$ cat src/rtl/hazard_pkg.sv
// Shared encodings and sizing helpers for the hazard scoreboard.
package hazard_pkg;

    localparam logic [1:0] CLS_ALU  = 2'd0;
    localparam logic [1:0] CLS_LOAD = 2'd1;
    localparam logic [1:0] CLS_LONG = 2'd2;

    // Counter width able to hold the larger latency; never narrower than one bit.
    function automatic int unsigned calc_cw(int unsigned load_lat, int unsigned long_lat);
        int unsigned m;
        m = (load_lat > long_lat) ? load_lat : long_lat;
        return (m == 0) ? 1 : $clog2(m + 1);
    endfunction

endpackage

$ cat src/rtl/hazard_scoreboard_if.sv
// ID-stage hazard interface: instruction fields in, pipeline control and status out.
interface hazard_scoreboard_if #(
    parameter int unsigned REG_ADDR_W  = 3,
    parameter int unsigned NUM_SRC     = 2,
    parameter int unsigned STALL_CNT_W = 16
);
    localparam int unsigned NUM_REGS = 2 ** REG_ADDR_W;

    logic                          id_valid;
    logic [NUM_SRC*REG_ADDR_W-1:0] id_src_addr;
    logic [NUM_SRC-1:0]            id_src_rd;
    logic [REG_ADDR_W-1:0]         id_dst_addr;
    logic                          id_reg_write;
    logic [1:0]                    id_class;
    logic                          flush;
    logic                          stall;
    logic                          pc_write_en;
    logic                          if_id_write_en;
    logic                          id_ex_bubble;
    logic [NUM_REGS-1:0]           busy_vec;
    logic [STALL_CNT_W-1:0]        stall_count;

    modport master (
        output id_valid, id_src_addr, id_src_rd, id_dst_addr, id_reg_write, id_class, flush,
        input  stall, pc_write_en, if_id_write_en, id_ex_bubble, busy_vec, stall_count
    );

    modport slave (
        input  id_valid, id_src_addr, id_src_rd, id_dst_addr, id_reg_write, id_class, flush,
        output stall, pc_write_en, if_id_write_en, id_ex_bubble, busy_vec, stall_count
    );

endinterface

$ cat src/rtl/hazard_lat_counter.sv
// Latency down-counter: loads a remaining-cycle count, then counts down to zero.
module hazard_lat_counter #(
    parameter int unsigned CW = 3
) (
    input  logic          clk,
    input  logic          rst,
    input  logic          load_i,
    input  logic [CW-1:0] load_val_i,
    output logic [CW-1:0] value_o,
    output logic          nonzero_o
);

    logic [CW-1:0] cnt_q, cnt_d;

    // A fresh load wins over the decrement (youngest writer wins).
    always_comb begin
        cnt_d = cnt_q;
        if (load_i) begin
            cnt_d = load_val_i;
        end else if (cnt_q != '0) begin
            cnt_d = cnt_q - CW'(1);
        end
    end

    // Counter state, cleared asynchronously.
    always_ff @(posedge clk or posedge rst) begin
        if (rst) begin
            cnt_q <= '0;
        end else begin
            cnt_q <= cnt_d;
        end
    end

    assign value_o   = cnt_q;
    assign nonzero_o = (cnt_q != '0);

endmodule

$ cat src/rtl/hazard_scoreboard.sv
// Per-register RAW scoreboard plus long-unit occupancy tracking and a stall counter.
module hazard_scoreboard
    import hazard_pkg::*;
#(
    parameter int unsigned REG_ADDR_W  = 3,
    parameter int unsigned NUM_SRC     = 2,
    parameter int unsigned LOAD_LAT    = 1,
    parameter int unsigned LONG_LAT    = 4,
    parameter int unsigned STALL_CNT_W = 16
) (
    input logic               clk,
    input logic               rst,
    hazard_scoreboard_if.slave bus
);

    localparam int unsigned NUM_REGS = 2 ** REG_ADDR_W;
    localparam int unsigned CW       = calc_cw(LOAD_LAT, LONG_LAT);
    localparam logic [CW-1:0] LOAD_VAL = CW'(LOAD_LAT);
    localparam logic [CW-1:0] LONG_VAL = CW'(LONG_LAT);

    // Index NUM_REGS is the long unit; the rest are architectural registers.
    logic [CW-1:0]          cnt_val [NUM_REGS+1];
    logic [NUM_REGS:0]      cnt_nz;
    logic [NUM_REGS:0]      cnt_load;
    logic [CW-1:0]          issue_val;
    logic                   raw_hit, long_hit, stall, issue;
    logic [STALL_CNT_W-1:0] stall_count_q, stall_count_d;

    // RAW check against pre-update counts, so a source equal to its own destination is safe.
    always_comb begin
        raw_hit = 1'b0;
        for (int i = 0; i < NUM_SRC; i++) begin
            if (bus.id_src_rd[i] &&
                (cnt_val[bus.id_src_addr[i*REG_ADDR_W +: REG_ADDR_W]] != '0)) begin
                raw_hit = 1'b1;
            end
        end
    end

    assign long_hit = (bus.id_class == CLS_LONG) & cnt_nz[NUM_REGS];
    assign stall    = bus.id_valid & ~bus.flush & (raw_hit | long_hit);
    assign issue    = bus.id_valid & ~bus.flush & ~stall;

    // Wait time of the issuing result; ALU and the reserved class forward immediately.
    always_comb begin
        case (bus.id_class)
            CLS_LOAD: issue_val = LOAD_VAL;
            CLS_LONG: issue_val = LONG_VAL;
            default:  issue_val = '0;
        endcase
    end

    // Load strobes: the destination register, and the long unit on any long-class issue.
    always_comb begin
        cnt_load = '0;
        for (int r = 0; r < NUM_REGS; r++) begin
            cnt_load[r] = issue & bus.id_reg_write & (bus.id_dst_addr == REG_ADDR_W'(r));
        end
        cnt_load[NUM_REGS] = issue & (bus.id_class == CLS_LONG);
    end

    for (genvar r = 0; r <= NUM_REGS; r++) begin : g_cnt
        hazard_lat_counter #(
            .CW (CW)
        ) u_cnt (
            .clk        (clk),
            .rst        (rst),
            .load_i     (cnt_load[r]),
            .load_val_i ((r == NUM_REGS) ? LONG_VAL : issue_val),
            .value_o    (cnt_val[r]),
            .nonzero_o  (cnt_nz[r])
        );
    end

    // Saturating stall-cycle count.
    always_comb begin
        stall_count_d = stall_count_q;
        if (stall && (stall_count_q != '1)) begin
            stall_count_d = stall_count_q + STALL_CNT_W'(1);
        end
    end

    // Performance counter state.
    always_ff @(posedge clk or posedge rst) begin
        if (rst) begin
            stall_count_q <= '0;
        end else begin
            stall_count_q <= stall_count_d;
        end
    end

    assign bus.stall          = stall;
    assign bus.pc_write_en    = ~stall;
    assign bus.if_id_write_en = ~stall;
    assign bus.id_ex_bubble   = stall | bus.flush;
    assign bus.busy_vec       = cnt_nz[NUM_REGS-1:0];
    assign bus.stall_count    = stall_count_q;

endmodule
$ cat src/flat_wrapper.sv
// flat-port wrapper written by rule: the top's interface ports become plain ports
module hazard_scoreboard_flat import hazard_pkg::*;
#(
    parameter int unsigned REG_ADDR_W  = 3,
    parameter int unsigned NUM_SRC     = 2,
    parameter int unsigned LOAD_LAT    = 1,
    parameter int unsigned LONG_LAT    = 4,
    parameter int unsigned STALL_CNT_W = 16
)
  (clk, rst, bus_id_valid, bus_id_src_addr, bus_id_src_rd, bus_id_dst_addr, bus_id_reg_write, bus_id_class, bus_flush, bus_stall, bus_pc_write_en, bus_if_id_write_en, bus_id_ex_bubble, bus_busy_vec, bus_stall_count);
  hazard_scoreboard_if #(.REG_ADDR_W(REG_ADDR_W), .NUM_SRC(NUM_SRC), .STALL_CNT_W(STALL_CNT_W)) bus_i ();
  input logic clk;
  input logic rst;
  input wire logic [$bits(bus_i.id_valid)-1:0] bus_id_valid;
  input wire logic [$bits(bus_i.id_src_addr)-1:0] bus_id_src_addr;
  input wire logic [$bits(bus_i.id_src_rd)-1:0] bus_id_src_rd;
  input wire logic [$bits(bus_i.id_dst_addr)-1:0] bus_id_dst_addr;
  input wire logic [$bits(bus_i.id_reg_write)-1:0] bus_id_reg_write;
  input wire logic [$bits(bus_i.id_class)-1:0] bus_id_class;
  input wire logic [$bits(bus_i.flush)-1:0] bus_flush;
  output wire logic [$bits(bus_i.stall)-1:0] bus_stall;
  output wire logic [$bits(bus_i.pc_write_en)-1:0] bus_pc_write_en;
  output wire logic [$bits(bus_i.if_id_write_en)-1:0] bus_if_id_write_en;
  output wire logic [$bits(bus_i.id_ex_bubble)-1:0] bus_id_ex_bubble;
  output wire logic [$bits(bus_i.busy_vec)-1:0] bus_busy_vec;
  output wire logic [$bits(bus_i.stall_count)-1:0] bus_stall_count;
  assign bus_i.id_valid = bus_id_valid;
  assign bus_i.id_src_addr = bus_id_src_addr;
  assign bus_i.id_src_rd = bus_id_src_rd;
  assign bus_i.id_dst_addr = bus_id_dst_addr;
  assign bus_i.id_reg_write = bus_id_reg_write;
  assign bus_i.id_class = bus_id_class;
  assign bus_i.flush = bus_flush;
  assign bus_stall = bus_i.stall;
  assign bus_pc_write_en = bus_i.pc_write_en;
  assign bus_if_id_write_en = bus_i.if_id_write_en;
  assign bus_id_ex_bubble = bus_i.id_ex_bubble;
  assign bus_busy_vec = bus_i.busy_vec;
  assign bus_stall_count = bus_i.stall_count;
  hazard_scoreboard #(.REG_ADDR_W(REG_ADDR_W), .NUM_SRC(NUM_SRC), .LOAD_LAT(LOAD_LAT), .LONG_LAT(LONG_LAT), .STALL_CNT_W(STALL_CNT_W)) u_core (.clk(clk), .rst(rst), .bus(bus_i));
endmodule
$ cat config.mk
export PLATFORM = sky130hd
export DESIGN_NAME = hazard_scoreboard_flat
export DESIGN_NICKNAME = d
export VERILOG_FILES = /design/src/rtl/hazard_pkg.sv /design/src/rtl/hazard_scoreboard_if.sv /design/src/rtl/hazard_lat_counter.sv /design/src/rtl/hazard_scoreboard.sv /design/src/flat_wrapper.sv
export SDC_FILE = /design/constraint.sdc
export NUM_CORES = 1
export LEC_CHECK = 0
export CORE_UTILIZATION = 30
export DETAILED_ROUTE_END_ITERATION = 12
export REMOVE_ABC_BUFFERS = 1
export SYNTH_ARGS = -nofsm -noshare
export SYNTH_HDL_FRONTEND = slang
export SYNTH_SLANG_ARGS = --single-unit
$ cat constraint.sdc
create_clock -name clk -period 2.7 [get_ports clk]
set_input_delay 0.27 -clock clk [delete_from_list [all_inputs] [get_ports clk]]
set_output_delay 0.27 -clock clk [all_outputs]
set_load 0.05 [all_outputs]
Yosys cells after proc, flatten, opt, wreduce, memory -nomap -nowiden. Cells that the tools add are included.

Order comparisons: 2. Equality and inequality tests: 10. Mux-type cells: 27. Add/subtract/negate cells: 10. Bitwise gates (word level): 20. Reductions and logical operators: 24.

Operator list (count): 3-bit two-way mux (22); 3-bit nonzero test (11); 3-bit by 1-bit subtractor with 3-bit output, second input constant (9); 3-bit binary-select mux with 4-bit select (2); 2-bit nonzero test (9); 16-bit by 1-bit adder with 16-bit output, second input constant (1); 16-bit != test, second input constant (1); 1-bit AND (14); 3-bit == test, second input constant (4); 4-bit by 5-bit >= comparator with 1-bit output, second input constant (2); 3-bit NOT with 4-bit output (2); 3-bit by 2-bit == test with 1-bit output, second input constant (2); 3-bit one-hot mux with 2 select lines (1); 3-bit by 1-bit == test with 1-bit output, second input constant (1); 1-bit logical AND (3); 3-bit logical NOT (1); 2-bit by 1-bit == test with 1-bit output, second input constant (1); 2-bit == test, second input constant (1); 1-bit two-way mux (2); 1-bit NOT (2); 1-bit OR (2).

Input bits: 18. Output and inout port bits: 28. Register bits: 43. Logic and storage cells: 103.

Depth between registers and ports, before layout. Gate-level depths: netlist of the first run.

Depth in word-level cells: 15. Mapped depth: 8. Mapped depth without buffers: 7.

Hierarchy. A second synthesis of the first run with hierarchy kept.

Cells, all modules: 334. Area, all modules: 3103.0 µm².

By module, submodules not included: hazard_lat_counter (cells an instance 21, area an instance 200.2 µm², instances 9); hazard_scoreboard (cells an instance 145, area an instance 1301.2 µm², instances 1).

Worst setup path after synthesis of the first run. Ideal clock, no wire load.

Kind: register to output. Start: register u_core.g_cnt[5].u_cnt.cnt_q[2]. End: output port bus_stall. Path slack: 0.239 ns. Arrival: 2.191 ns. Cell stages (with the launch flop): 7. Buffers on the path: 1. Path through: dfrtp_1 > nor3_1 > o32ai_1 > o31a_1 > o41ai_4 > buf_4 > inv_1.

Cells in the longest elaborated chain, start to end: 9.

Ends and longest elaborated chain: start, declared (RTL line hazard_lat_counter.sv:13) `logic [CW-1:0] cnt_q, cnt_d;`; start signal, assigned (RTL line hazard_lat_counter.sv:30) `cnt_q <= cnt_d;`; 3-bit binary-select mux with 4-bit select (RTL line hazard_scoreboard.sv:34) `(cnt_val[bus.id_src_addr[i*REG_ADDR_W +: REG_ADDR_W]] != '0)) begin`; 3-bit two-way mux (implied by the code) (2 in series) (RTL line hazard_scoreboard.sv:34); 3-bit nonzero test (RTL line hazard_scoreboard.sv:34); 1-bit logical AND (RTL line hazard_scoreboard.sv:33) `if (bus.id_src_rd[i] &&`; 1-bit two-way mux (RTL line hazard_scoreboard.sv:33); 1-bit two-way mux * (RTL line hazard_scoreboard.sv:33); 1-bit OR * (RTL line hazard_scoreboard.sv:41) `assign stall = bus.id_valid & ~bus.flush & (raw_hit | long_hit);`; 1-bit AND * (RTL line hazard_scoreboard.sv:41); end, declared (RTL line flat_wrapper.sv:21) `output wire logic [$bits(bus_i.stall)-1:0] bus_stall;`.

Every way passes the cells marked *; elsewhere a longest branch is shown, timed or not. The select of a mux whose other input is x is not followed.

Worst setup path in the final report of the first run.
Start: input port bus_id_src_addr[2]. End: output port bus_id_ex_bubble.

Cells in the longest elaborated chain, start to end: 11.

Ends and longest elaborated chain: start, declared (RTL line flat_wrapper.sv:15) `input wire logic [$bits(bus_i.id_src_addr)-1:0] bus_id_src_addr;`; 3-bit NOT with 4-bit output (implied by the code) (RTL line hazard_scoreboard.sv:34); 3-bit binary-select mux with 4-bit select (RTL line hazard_scoreboard.sv:34); 3-bit two-way mux (implied by the code) (2 in series) (RTL line hazard_scoreboard.sv:34); 3-bit nonzero test (RTL line hazard_scoreboard.sv:34); 1-bit logical AND (RTL line hazard_scoreboard.sv:33); 1-bit two-way mux (2 in series) (RTL line hazard_scoreboard.sv:33); 1-bit OR (RTL line hazard_scoreboard.sv:41); 1-bit AND (RTL line hazard_scoreboard.sv:41); 1-bit OR (RTL line hazard_scoreboard.sv:95) `assign bus.id_ex_bubble = stall | bus.flush;`; end, declared (RTL line flat_wrapper.sv:24) `output wire logic [$bits(bus_i.id_ex_bubble)-1:0] bus_id_ex_bubble;`.

Every way passes these cells. The select of a mux whose other input is x is not followed.

==> out/metrics.yaml, run 1 <==
status:
  outcome: "finished with violations"
  violations: "DRC"
synthesis:
  synth-seq-cells: 43
  async_flop_share: 1.00
  synth_cell_types: 37
  muxShareOfSynthArea: 0.115
  synth_fa_ha_area_frac: 0.0860
  synth_edf_count: 0
  postSynthAreaPerCell_um2: 9.94
  synth_cells: 278
  yosys.area.top_type: "dfrtp_1"
  yosys-top-cells-area: "dfrtp_1 (39%), mux2i_1 (8.7%), ha_1 (8.6%), xnor2_1 (3.5%), xor2_1 (3.5%)"
  ys_seq_area_frac: 0.389
  yosys.area.top_type_share: 0.389
  synth_simple_gate_area_share: 0.216
  yosysWarnings: 0
  synth_xor_xnor_area_share: 0.0697
  synth_compound_area_frac: 0.0593
  synth-main-ff-cell: "dfrtp_1"
  syn_area_um2: 2760
  synth_top_family_by_area: "simple AND/OR/NAND/NOR gates"
floorplanning:
  core_um2: 8810
  start_util: 0.314
  die_width_um: 98.0
  die_area_um2: 9600
  fp.dieH_um: 98.0
  io_pins: 46
  rows: 34
cts:
  cts_tree: "built"
  post_cts_buffers: 0
  cts_hold_buf: 0
  clock_sinks: 43
  cts-root-buf: "clkbuf_8"
  clk_latency_ns: 0.29
  clk_pin_slew_ns: 0.08
  clock_path_buffers: 2
  cts-htree-levels: 2
  cts_inserted_buffers: 5
global_routing:
  grt_pass1_vias: 2174
  grt_pass1_wl_mm: 10.2
  grt_overflow: 0
  grtUsageMet3: 0.0315
  busiest_layer: "met2"
  use_met2: 0.213
  antenna_found_initial: 0
  grtUsageMet1: 0.175
  grtUsageTotal: 0.130
  grt_max_degree: 22
drt:
  vias: 2053
  drc_errors: 2
  wl_per_cell_um: 13.4
  via_per_inst: 4.73
  first_pass_iters: 8
  drt-total-wl_mm: 5.81
  ant_nets: 0
  drtIter0Drc: 52
finish:
  postLayoutCellArea_um2: 3480
  diodes: 0
  final_core_util: 0.396
  area_delta_synth_final_pct: 26.0
  layout-drive-gt1-share: 0.107
  nets: 362
sta:
  fmax_mhz: 387
  fin_skew_ns: 0.00440
  min_period_over_period: 0.957
  setup_violations: 0
  tightest_slew_ns: 0.783
  period_needed_ns: 2.58
  hold_violations: 0
  slew_viol_final: 0
  tns_ns: 0
  slew_headroom: 0.477
  setup_slack_ns: 0.116
  rsz0062_at_grt: "false"
setup_path:
  required_ns: 2.43
  start_kind: "input port"
  end_kind: "output port"
  critPathKind: "input port to output port"
  crit_fanout: 10
  arrival_ns: 2.31
placement:
  place_area_um2: 3350
  io_buffers: 45
  pre_cts_ws_ns: 0.0741
  gp_congestion: 0.799
  place_hpwl_mm: 4.46
power:
  pwr_density_cell_nw_per_um2: 1020
  leakagePower_uw: 0.00164
  ir_drop_mv: 0.720
worst_hold_path:
  holdCritPathClass: "input port to async pin"
job:
  drv_cap: 0
flip-flops by register name, summed over array words and instances (netlist names):
register and cells:
u_core.g_cnt.u_cnt.value_o 27, u_core.bus.stall_count 16
metrics by stage:
stage                     total power [uW]  std cells  hold slack, ns
after global placement                3040        426           0.487
after detailed placement              3100        426           0.485
after CTS                             3580        434           0.462
final                                 3560        434           0.415
after global routing                  3880        434           0.504
after floorplan                       2550        265           0.478
metal layers:
metal,wire (um),vias up
li1,-,1041
met1,2840,968
met2,2670,39
met3,253,5
met4,42,0
met5,0,-
repair_timing:
action,in CTS,in global routing
pin swaps,0,2
gates resized for setup,3,3
endpoints found under the setup margin,3,4
worst max-delay path, stage by stage:
cell             delay, ns
clkdlybuf4s50_1       0.51
or3b_2                0.49
o32ai_1               0.12
o31a_1                0.30
nor4_4                0.08
buf_4                 0.19
o21bai_1              0.14
buf_4                 0.22
logic make-up after synthesis:
kind of cell	count (synthesis)
AO/OA/AOI/OAI	18
buffers and inverters	37
adder cells (fa/ha/maj)	19
multiplexers	29
AND/OR/NAND/NOR	110
flip-flops	43
XOR/XNOR	22
power breakdown:
group          internal, uW  total, uW  switching (uW)
combinational           839       1900            1060
clock                   234        446             213
sequential              923       1220             293
total                  2000       3560            1560
synthesized netlist by cell type, types with 2 or more instances:
cell type and n:
nand2b_1 14, mux2i_1 24, nand4_1 6, nor2b_1 2
inv_1 24, ha_1 19, nand2_1 20, nor3_1 16
buf_4 10, a211oi_1 2, dfrtp_1 43, and2_1 5
mux2_2 3, nor2_1 21, nor3b_1 4, mux4_2 2
xor2_1 11, and3_1 5, a21oi_1 5, nand4b_1 2
buf_1 2, nor4_1 7, o211a_1 4, xnor2_1 11
nand3_1 4
layout make-up:
class	instances	area, um2
fill	890	5320
multi-input combinational	198	1540
sequential	43	1080
timing repair buffer	53	538
tap	108	135
clock buffer	8	100
inverter	24	90.1
final timing paths:
path,start,to,slack (ns),cells after the start
worst max-delay path,bus_id_src_addr[2],bus_id_ex_bubble,0.12,8
worst min-delay path,rst,u_core.bus.stall_count[1],0.42,2
worst max register to register,u_core.g_cnt[7].u_cnt.value_o[0],u_core.g_cnt[3].u_cnt.value_o[0],0.42,7
worst min register to register,u_core.bus.stall_count[8],u_core.bus.stall_count[8],0.50,1
max in group asynchronous,rst,u_core.g_cnt[5].u_cnt.value_o[1],1.61,3
min in group clk,u_core.bus.stall_count[8],u_core.bus.stall_count[8],0.50,1
layout by cell type (no fill, tap or decap), types with 12 or more instances in the layout:
| master | n |
|---|---|
| ha_1 | 19 |
| nor3_1 | 12 |
| nor2_1 | 21 |
| dfrtp_1 | 43 |
| inv_1 | 24 |
| nand2b_1 | 14 |
| nand2_1 | 20 |
| clkdlybuf4s50_1 | 41 |
| mux2i_1 | 24 |
No activity file was read; power rests on OpenSTA's default activity.
==> run 2: changes to the inputs <==
Settings changed: CORE_MARGIN set to 2.
==> run 2 against run 1 <==
  * The run now ends clean
  * Non-clock buffer count did not move
  * Critical path depth fell by 1
  * Via count rose by 1.9%
  * Worst setup slack improved by 0.0010 ns
  * Fmax barely moved
  * Utilization fell by 1.3 points
  * Sequential power barely moved
==> out/metrics.yaml, run 2 (same netlist as run 1, synthesis figures left out) <==
status:
  outcome: "completed"  # was finished with violations
sta:
  setup_slack_ns: 0.117  # was 0.116 ns
  hold_violations: 0  # unchanged
  fmax_mhz: 387  # about the same
  period_needed_ns: 2.58  # about the same
  slew_viol_final: 0  # unchanged
  setup_violations: 0  # unchanged
  rsz0062_at_grt: "false"  # unchanged
  tightest_slew_ns: 0.557  # was 0.783 ns
  slew_headroom: 0.629  # was 0.477
  fin_skew_ns: 0.00714  # was 0.00440 ns
  min_period_over_period: 0.957  # about the same
  tns_ns: 0  # unchanged
finish:
  nets: 362  # unchanged
  area_delta_synth_final_pct: 26.0  # about the same
  fillers: 911  # was 890
  layout-drive-gt1-share: 0.105  # was 0.107
  postLayoutCellArea_um2: 3480  # about the same
  final_common_cell: "dfrtp_1"  # unchanged
  diodes: 0  # unchanged
  layout_common_cells: "dfrtp_1 (43), clkdlybuf4s50_1 (41), mux2i_1 (24), inv_1 (24), nor2_1 (21)"  # unchanged
  ff_latch_area_um2: 1080  # unchanged
  largest_reg_flops: 27  # unchanged
  multiInputGateArea_um2: 1550  # was 1540 um2
  final_cells: 436  # was 434
setup_path:
  critPathKind: "flop to output port"  # was input port to output port
  start_kind: "flop"  # was input port
  crit_fanout: 14  # was 10
  arrival_ns: 2.31  # about the same
  required_ns: 2.43  # about the same
  end_kind: "output port"  # unchanged
floorplanning:
  start_util: 0.303  # was 0.314
  die_area_um2: 10000  # was 9600 um2
  die_width_um: 100  # was 98.0 um
  io_pins: 46  # unchanged
  core_um2: 9110  # was 8810 um2
  fp.dieH_um: 100  # was 98.0 um
  rows: 35  # was 34
global_routing:
  grt_pass1_wl_mm: 10.7  # was 10.2 mm
  antenna_found_initial: 0  # unchanged
  grt_max_degree: 44  # was 22
  grt_overflow: 0  # unchanged
  grtUsageTotal: 0.134  # was 0.130
  grt_pass1_vias: 2197  # was 2174
placement:
  io_buffers: 45  # unchanged
  pre_cts_ws_ns: 0.0278  # was 0.0741 ns
  place_hpwl_mm: 4.54  # was 4.46 mm
  place_area_um2: 3340  # was 3350 um2
  gp_congestion: 0.794  # was 0.799
  placed_cells_incl_taps: 427  # was 426
drt:
  ant_nets: 0  # unchanged
  drtIter0Drc: 59  # was 52
  vias: 2091  # was 2053
  via_per_inst: 4.80  # was 4.73
  first_pass_iters: 6  # was 8
  wl_per_cell_um: 13.8  # was 13.4 um
  drc_errors: 0  # was 2
  drt-total-wl_mm: 6.04  # was 5.81 mm
worst_hold_path:
  holdCritPathClass: "input port to async pin"  # unchanged
power:
  pwr_density_cell_nw_per_um2: 1020  # about the same
  finalPower_uw: 3560  # about the same
  leakagePower_uw: 0.00164  # about the same
  ir_drop_mv: 0.576  # was 0.720 mV
cts:
  cts_inserted_buffers: 5  # unchanged
  clock_sinks: 43  # unchanged
  clock_path_buffers: 2  # unchanged
  clk_pin_slew_ns: 0.08  # about the same
  clk_latency_ns: 0.30  # was 0.29 ns
  cts-root-buf: "clkbuf_8"  # unchanged
  cts-htree-levels: 2  # unchanged
  cts_tree: "built"  # unchanged
job:
  drv_cap: 0  # unchanged
-- run 2: cell count changes in the layout (fill, tap and decap cells not counted), sizes merged --
cell	change
clkinv	+1
clkbuf	-2
-- run 2: timing repair --
item                       4_1_cts  5_1_grt
setup endpoints to repair        1        1
gates resized for setup          3        4
buffers inserted                 0        2
pin swaps                        0        2
hold buffers                     0        0
-- run 2: area by class of cell --
class,instances,share of cell area
flip-flops and latches,43,0.309
multi-input cells,198,0.446
clock inverters,1,0.00144
inverters,24,0.0259
repair buffers,53,0.155
well taps,111,0.0399
clock buffers,6,0.0237
-- run 2: worst paths after layout --
path	startpoint	endpoint	slack [ns]	cells after the start
min	rst	u_core.bus.stall_count[0]	0.41	3
min reg2reg	u_core.bus.stall_count[12]	u_core.bus.stall_count[12]	0.49	1
max in group asynchronous	rst	u_core.g_cnt[3].u_cnt.value_o[1]	1.91	3
max reg2reg	u_core.g_cnt[1].u_cnt.value_o[0]	u_core.bus.stall_count[1]	0.29	8
min in group clk	u_core.bus.stall_count[12]	u_core.bus.stall_count[12]	0.49	1
max	u_core.g_cnt[6].u_cnt.value_o[0]	bus_stall	0.12	7
-- run 2: per-layer routing --
layer	up-vias	GRT usage	part of all wire
met1	992	0.180	0.47
met4	0	0.0379	0.019
li1	1042	-	-
met2	47	0.208	0.45
met5	-	0	0
met3	10	0.0411	0.057
-- run 2: through the flow --
step                      utilization  hold WS, ns
after floorplan                     -        0.478
after global placement          0.367        0.486
after detailed placement        0.367        0.481
after CTS                       0.378        0.437
after global routing            0.382        0.473
final                           0.382        0.410
-- run 2: worst max-delay path: stages (launching register included) --
cell	delay, ns
dfrtp_1	0.41
nor3_1	0.33
nor3b_1	0.09
o311a_1	0.41
o41ai_4	0.36
buf_12	0.19
inv_1	0.05
buf_4	0.18
-- run 2: power breakdown --
group	internal (uW)	switching, uW	total (uW)	leakage (uW)
logic	849	1070	1920	0.00107
clock network	201	222	423	0.0000470
registers	923	300	1220	0.000519
==> run 3: changes to the inputs <==
Settings changed: CTS_CLUSTER_DIAMETER set to 50, GPL_TIMING_DRIVEN set to 0.
==> run 3 against run 2 <==
  * Die area did not move
  * Global-route usage fell by 1.3 points
  * Hold slack got worse by 0.19 ns
  * Clock power rose by 6.6%
  * Power fell by 1.1%
  * Sequential share of layout area rose by 0.52 points
  * Critical endpoint is now bus_id_ex_bubble
==> out/metrics.yaml, run 3 (same netlist as run 1, synthesis figures left out) <==
status:
  outcome: "completed"  # unchanged
placement:
  io_buffers: 45  # unchanged
  gp_congestion: 0.782  # was 0.794
  place_hpwl_mm: 4.36  # was 4.54 mm
drt:
  vias: 2057  # was 2091
  wl_per_cell_um: 13.4  # was 13.8 um
  drc_errors: 0  # unchanged
  drt-total-wl_mm: 5.81  # was 6.04 mm
  via_per_inst: 4.75  # was 4.80
  ant_nets: 0  # unchanged
  drtIter0Drc: 76  # was 59
  first_pass_iters: 4  # was 6
finish:
  final_core_util: 0.376  # was 0.382
  layout_common_cells: "dfrtp_1 (43), clkdlybuf4s50_1 (41), mux2i_1 (24), inv_1 (23), nor2_1 (21)"  # was dfrtp_1 (43), clkdlybuf4s50_1 (41), mux2i_1 (24), inv_1 (24), nor2_1 (21)
  nets: 358  # was 362
  diodes: 0  # unchanged
  largest_reg_flops: 27  # unchanged
  multiInputGateArea_um2: 1540  # was 1550 um2
  fillers: 928  # was 911
  final_common_cell: "dfrtp_1"  # unchanged
  ff_latch_area_um2: 1080  # unchanged
  layout-drive-gt1-share: 0.0963  # was 0.105
  area_delta_synth_final_pct: 23.9  # was 26.0%
sta:
  fin_skew_ns: 0.00664  # was 0.00714 ns
  setup_violations: 0  # unchanged
  slew_headroom: 0.426  # was 0.629
  fmax_mhz: 380  # was 387 MHz
  hold_slack_ns: 0.224  # was 0.410 ns
  tightest_slew_ns: 0.858  # was 0.557 ns
  slew_viol_final: 0  # unchanged
  hold_violations: 0  # unchanged
  period_needed_ns: 2.63  # was 2.58 ns
  rsz0062_at_grt: "true"  # was false
  min_period_over_period: 0.975  # was 0.957
cts:
  cts-root-buf: "clkbuf_8"  # unchanged
  clock_sinks: 43  # unchanged
  clk_latency_ns: 0.29  # was 0.30 ns
  clk_pin_slew_ns: 0.08  # about the same
  cts_hold_buf: 0  # unchanged
  cts_tree: "built"  # unchanged
  clock_path_buffers: 2  # unchanged
  cts_inserted_buffers: 5  # unchanged
  cts-htree-levels: 2  # unchanged
global_routing:
  grt_max_degree: 34  # was 44
  grt_overflow: 0  # unchanged
  grt_pass1_wl_mm: 9.67  # was 10.7 mm
  grt_pass1_vias: 2014  # was 2197
  grtUsageTotal: 0.121  # was 0.134
  antenna_found_initial: 0  # unchanged
floorplanning:
  die_width_um: 100  # unchanged
  rows: 35  # unchanged
  io_pins: 46  # unchanged
  core_um2: 9110  # unchanged
  start_util: 0.303  # unchanged
  die_area_um2: 10000  # unchanged
  fp.dieH_um: 100  # unchanged
setup_path:
  arrival_ns: 2.36  # was 2.31 ns
  end_kind: "output port"  # unchanged
  crit_fanout: 7  # was 14
  required_ns: 2.43  # about the same
  critPathKind: "input port to output port"  # was flop to output port
  start_kind: "input port"  # was flop
power:
  leakagePower_uw: 0.00160  # was 0.00164 uW
  pwr_density_cell_nw_per_um2: 1030  # was 1020 nW/um2
  ir_drop_mv: 0.808  # was 0.576 mV
worst_hold_path:
  holdCritPathClass: "input port to async pin"  # unchanged
job:
  drv_cap: 0  # unchanged
run 3: repair_timing:
action | 4_1_cts | 5_1_grt
pin swaps | 3 | 0
gates resized for setup | 21 | 3
endpoints found under the setup margin | 20 | 6
buffers inserted | 3 | 0
endpoints found under the hold margin | 0 | 0
run 3: final timing paths:
path | start | to | slack, ns | depth (start not counted)
setup / recovery | bus_id_src_addr[0] | bus_id_ex_bubble | 0.07 | 7
hold / removal | rst | u_core.g_cnt[7].u_cnt.value_o[1] | 0.22 | 2
setup reg to reg | u_core.g_cnt[5].u_cnt.value_o[2] | u_core.bus.stall_count[1] | 0.23 | 8
hold reg to reg | u_core.bus.stall_count[12] | u_core.bus.stall_count[12] | 0.50 | 1
max in group asynchronous | rst | u_core.g_cnt[5].u_cnt.value_o[0] | 2.02 | 3
min in group clk | u_core.bus.stall_count[12] | u_core.bus.stall_count[12] | 0.50 | 1
run 3: critical path, stage by stage:
cell,delay (ns)
clkdlybuf4s50_1,0.61
or3b_2,0.47
o32ai_1,0.12
o31a_1,0.28
nor4_4,0.08
o21bai_1,0.14
clkdlybuf4s15_2,0.39
run 3: power breakdown:
group | switching [uW] | internal, uW
registers | 283 | 923
logic | 1050 | 821
clock network | 217 | 234
total | 1550 | 1980
run 3: per-layer routing:
| layer | global-route usage | share of wire |
|---|---|---|
| met1 | 0.165 | 0.48 |
| met2 | 0.195 | 0.47 |
| met3 | 0.0313 | 0.050 |
| met4 | 0.0253 | 0.0076 |
| met5 | 0 | 0 |
run 3: metrics by stage:
| stage | setup WS [ns] | power [uW] | std cells | area, um2 | setup TNS [ns] |
|---|---|---|---|---|---|
| 3_5_place_dp | -1.08 | 3040 | 422 | 3290 | -9.59 |
| 3_3_place_gp | -1.10 | 2980 | 421 | 3270 | -9.74 |
| 4_1_cts | 0.00508 | 3560 | 433 | 3430 | 0 |
| 5_1_grt | -0.0455 | 3820 | 433 | 3420 | -0.0498 |
| 2_1_floorplan | -0.923 | 2550 | 265 | 2680 | -9.29 |
| 6_report | 0.0674 | 3520 | 433 | 3420 | 0 |
run 3: cell type report:
type,instances,share of cell area
timing repair buffer,49,0.140
tap,111,0.0406
inverter,24,0.0263
clock buffer,8,0.0292
sequential,43,0.314
multi-input combinational,198,0.450
